**src/rtl/vblank_scheduler.sv**
```systemverilog
// Vertical-blanking update scheduler: samples per-frame requests at frame_start and grants the
// shared map-lookup port to one requester at a time, lowest index first, with a slot watchdog.
module vblank_scheduler #(
  parameter int unsigned NUM_REQ = 4,
  parameter int unsigned TIMEOUT = 1023,
  parameter int unsigned CNT_W   = 16,
  localparam int unsigned OwnW   = (NUM_REQ > 1) ? $clog2(NUM_REQ) : 1,
  localparam int unsigned SlotW  = $clog2(TIMEOUT + 1)
) (
  input  logic               clk_i,
  input  logic               rst_ni,
  input  logic               game_active_i,
  input  logic               frame_start_i,
  input  logic               blank_end_i,
  input  logic [NUM_REQ-1:0] req_i,
  input  logic [NUM_REQ-1:0] done_i,
  output logic [NUM_REQ-1:0] grant_o,
  output logic [OwnW-1:0]    owner_o,
  output logic               busy_o,
  output logic               overrun_o,
  output logic               slot_timeout_o,
  output logic [CNT_W-1:0]   frame_count_o
);

  typedef enum logic [1:0] {StIdle, StArb, StGrant, StGap} state_e;

  localparam logic [SlotW-1:0]   TimeoutVal = SlotW'(TIMEOUT);
  localparam logic [NUM_REQ-1:0] OneHot0    = NUM_REQ'(1);

  state_e             state_q, state_d;
  logic [NUM_REQ-1:0] pending_q, pending_d;
  logic [NUM_REQ-1:0] grant_q, grant_d;
  logic [OwnW-1:0]    owner_q, owner_d;
  logic [SlotW-1:0]   slot_cnt_q, slot_cnt_d;
  logic [CNT_W-1:0]   frame_cnt_q, frame_cnt_d;
  logic               overrun_q, overrun_d;
  logic               slot_to_q, slot_to_d;
  logic               busy_q, busy_d;
  logic               win_closed_q, win_closed_d;

  function automatic logic [OwnW-1:0] lowest_idx(input logic [NUM_REQ-1:0] v);
    logic [OwnW-1:0] idx;
    idx = '0;
    for (int i = NUM_REQ - 1; i >= 0; i--) begin
      if (v[i]) idx = OwnW'(i);
    end
    return idx;
  endfunction

  logic               done_hit;
  logic               slot_end;
  logic [NUM_REQ-1:0] remaining;

  always_comb begin
    state_d      = state_q;
    pending_d    = pending_q;
    grant_d      = grant_q;
    owner_d      = owner_q;
    slot_cnt_d   = slot_cnt_q;
    frame_cnt_d  = frame_cnt_q;
    overrun_d    = overrun_q;
    slot_to_d    = 1'b0;
    win_closed_d = win_closed_q;
    done_hit     = |(done_i & grant_q);
    slot_end     = done_hit || (slot_cnt_q == TimeoutVal);
    remaining    = pending_q & ~grant_q;

    if (state_q != StIdle && !game_active_i) begin
      // Abort: leaving PLAY drops everything, including a done arriving this cycle.
      state_d      = StIdle;
      grant_d      = '0;
      pending_d    = '0;
      win_closed_d = 1'b0;
    end else begin
      unique case (state_q)
        StIdle: begin
          if (frame_start_i && game_active_i) begin
            pending_d    = req_i;
            frame_cnt_d  = frame_cnt_q + CNT_W'(1);
            win_closed_d = 1'b0;
            state_d      = StArb;
          end
        end
        StArb: begin
          if (pending_q == '0) begin
            state_d = StIdle;
          end else if (blank_end_i) begin
            pending_d = '0;
            overrun_d = 1'b1;
            state_d   = StIdle;
          end else begin
            owner_d    = lowest_idx(pending_q);
            grant_d    = OneHot0 << lowest_idx(pending_q);
            slot_cnt_d = '0;
            state_d    = StGrant;
          end
        end
        StGrant: begin
          slot_cnt_d = slot_cnt_q + SlotW'(1);
          if (blank_end_i) win_closed_d = 1'b1;
          if (slot_end) begin
            grant_d   = '0;
            slot_to_d = !done_hit;
            // A window that closed during the slot ends the frame once the slot finishes.
            if (win_closed_q || blank_end_i) begin
              pending_d    = '0;
              overrun_d    = overrun_q | (|remaining);
              win_closed_d = 1'b0;
              state_d      = StIdle;
            end else begin
              pending_d = remaining;
              state_d   = StGap;
            end
          end
        end
        StGap: begin
          if (blank_end_i && pending_q != '0) begin
            pending_d = '0;
            overrun_d = 1'b1;
            state_d   = StIdle;
          end else begin
            state_d = StArb;
          end
        end
        default: state_d = StIdle;
      endcase
      if (state_q != StIdle && frame_start_i) overrun_d = 1'b1;
    end

    busy_d = (state_d != StIdle);
  end

  always_ff @(posedge clk_i or negedge rst_ni) begin
    if (!rst_ni) begin
      state_q      <= StIdle;
      pending_q    <= '0;
      grant_q      <= '0;
      owner_q      <= '0;
      slot_cnt_q   <= '0;
      frame_cnt_q  <= '0;
      overrun_q    <= 1'b0;
      slot_to_q    <= 1'b0;
      busy_q       <= 1'b0;
      win_closed_q <= 1'b0;
    end else begin
      state_q      <= state_d;
      pending_q    <= pending_d;
      grant_q      <= grant_d;
      owner_q      <= owner_d;
      slot_cnt_q   <= slot_cnt_d;
      frame_cnt_q  <= frame_cnt_d;
      overrun_q    <= overrun_d;
      slot_to_q    <= slot_to_d;
      busy_q       <= busy_d;
      win_closed_q <= win_closed_d;
    end
  end

  assign grant_o        = grant_q;
  assign owner_o        = owner_q;
  assign busy_o         = busy_q;
  assign overrun_o      = overrun_q;
  assign slot_timeout_o = slot_to_q;
  assign frame_count_o  = frame_cnt_q;

endmodule

```
**config.mk**
```make
export PLATFORM = sky130hd
export DESIGN_NAME = vblank_scheduler
export DESIGN_NICKNAME = d
export VERILOG_FILES = /design/src/rtl/vblank_scheduler.sv
export SDC_FILE = /design/constraint.sdc
export NUM_CORES = 1
export LEC_CHECK = 0
export CORE_MARGIN = 5
export CORE_UTILIZATION = 50
export DETAILED_ROUTE_END_ITERATION = 6
export PLACE_DENSITY = 0.76
export SLEW_MARGIN = 10
export SYNTH_ARGS = -nofsm -noshare
export SYNTH_HDL_FRONTEND = slang
export SYNTH_SLANG_ARGS = --single-unit
```
**constraint.sdc**
```tcl
create_clock -name clk_i -period 2.4 [get_ports clk_i]
set_clock_uncertainty 0.2 [all_clocks]
set_input_delay 0.24 -clock clk_i [delete_from_list [all_inputs] [get_ports clk_i]]
set_output_delay 0.24 -clock clk_i [all_outputs]
set_load 0.02 [all_outputs]
```
==> results.ini <==
[logic_synthesis]
synth_flop_cell=dfrtp_1
synth_fp_nets=249
yosysSeqAreaShare_pct=46.41
ys_ff_latch=42
synth_cell_types=46
synth_edf_count=0
yosys_warnings=0
syn_area_um2=2265
synthArstFlopShare_pct=100.0
synthCells=234
avgSynthCellArea_um2=9.678

[placement]
gp_routability_congestion=0.9376
dpl.cell_count=326
preCtsSetupSlack_ns=0.1491
hpwl_mm=4.039
placed_area_um2=2753
port_buffers=37

[sta]
finalCritPeriodShare_pct=91.54
max_slew.worst_pin.slew_ns=0.6283
period_minus_slack_ns=2.197
max_freq_mhz=455.2
holdWs_ns=0.1729
slew_viol_final=0
hold_viol_final=0
fin_ws_ns=0.2031
rsz0062_at_grt=false
slew_headroom_pct=58.02
setup_tns_ns=0
finalSetupViolCount=0

[detailed_routing]
drtAntennaViolNets=0
wl_mm=5.330
drt_iter0_markers=119
vias=1995
dr.pass1.iters=4
drc_errors=0
routedWlPerCell_um=15.91
detail_route.vias_per_cell=5.955

[grt]
grt_pass1_wl_mm=9.377
gr-usage-met3_pct=5.035
grt_pass1_vias=1991
grtUsageTotal_pct=19.14
antenna_found_initial=0
busiest_layer=met2
use_met2_pct=28.96
grt_max_degree=18
globalRouteOverflowTotal=0
use_met1_pct=25.75

[layout]
drive_gt1_share_pct=11.66
final_cell_mix=dfrtp_1, clkdlybuf4s50_1, nand2_1
layout_commonest_cell=dfrtp_1
area_growth_pct=26.35
postLayoutCellArea_um2=2861
final_cells=335
final_core_util_pct=65.27
layout.nets=297
diodes=0

[clock_network]
cts_tree=built
insertion_delay_ns=0.29
htree_levels=2
root_buffer=clkbuf_8
cts_sinks=42
clk_pin_slew_ns=0.08
cts_buffers=5
clk_path_buf_depth=2

[floorplanning]
rows=24
die_w_um=77.30
core-area_um2=4384
die_h_um=77.30
num_io_pins=38
start_util_pct=51.66
die_area_um2=5975

[min_path]
hp-class=primary input to async pin

[critical_path]
crit_path_end_kind=flip-flop
rrSetupSlack_ns=0.20
path_class=flip-flop to flip-flop
crit_arrival_ns=2.18
critPathLaunch=slot_cnt_q[0]
reg2reg_from=slot_cnt_q[0]
cp-start-kind=flip-flop
critical_path.max_fanout=6
crit_required_ns=2.38

[power_and_ir_drop]
power_density_nw_per_um2=777.4
ir_drop_mv=0.5559
leakagePower_nw=1.209
p_total_mw=2.225

[run]
maxCapViolCount=0

[outcome]
run_status=completed

==> cell families (layout without fill, tap and decap cells) <==
| family | count (synthesis) | in the layout | synth area share [%] |
|---|---|---|---|
| simple gates | 97 | 97 | 24.25 |
| mux | 4 | 4 | 1.934 |
| compound gates | 55 | 55 | 16.57 |
| fa+ha+maj | 2 | 2 | 1.105 |
| xor+xnor | 15 | 15 | 5.801 |
| flops | 42 | 42 | 46.41 |
| buf+inv | 19 | 68 | 3.923 |
==> layout make-up <==
cell class | count | area, um^2
Tap cell | 52 | 65.06
Clock inverter | 1 | 5.005
Clock buffer | 7 | 86.33
Fill cell | 371 | 1523
Multi-Input combinational cell | 173 | 1132
Inverter | 5 | 18.77
Timing Repair Buffer | 55 | 503.0
Sequential cell | 42 | 1051
==> where the power goes <==
| part | total (mW) | leakage, nW | internal [mW] | switching, mW |
|---|---|---|---|---|
| sequential | 0.970 | 0.553 | 0.839 | 0.130 |
| clock | 0.458 | 0.0482 | 0.232 | 0.227 |
| combinational | 0.797 | 0.607 | 0.373 | 0.423 |
==> worst max-delay path, cell delays in order (launching register included) <==
cell	delay, ns
dfrtp_1	0.40
ha_1	0.24
and3_1	0.21
and4_1	0.29
or3_1	0.39
a311o_1	0.35
==> timing repair <==
| item | in CTS | in global routing |
|---|---|---|
| endpoints found under the hold margin | 14 | 0 |
| resized for setup | 0 | 1 |
| buffers inserted | 0 | 0 |
| hold buffers | 1 | 0 |
| setup endpoints to repair | 0 | 6 |
==> per-layer routing <==
metal	up-vias	wire length, um
met5	-	0
met4	0	93
met3	10	329
met2	64	2449
met1	953	2457
li1	968	-
==> registers in the layout, summed over array words and instances (netlist names), 2 cells and up <==
signal	cells
state_q	2
grant_o	4
owner_o	2
slot_cnt_q	10
frame_count_o	16
pending_q	4
==> cells in the mapped netlist, types with 6 or more instances <==
cell	number	area, um^2
nor2_1	8	30.03
nor2b_1	6	37.54
and3_1	7	43.79
nand3_1	10	50.05
a21oi_1	11	55.05
clkbuf_1	8	30.03
nand2_1	21	78.83
or3_1	7	43.79
dfrtp_1	42	1051
nand4_1	10	62.56
o21ai_0	14	70.07
xnor2_1	13	113.9
a32o_1	6	60.06
==> worst paths after layout <==
path	end	depth (start not counted)
min	slot_timeout_o	2
max in group asynchronous	frame_count_o[7]	3
min reg2reg	frame_count_o[15]	1
max	overrun_o	5
max reg2reg	overrun_o	5
min in group clk_i	frame_count_o[15]	1
No activity file was read; power rests on OpenSTA's default activity.
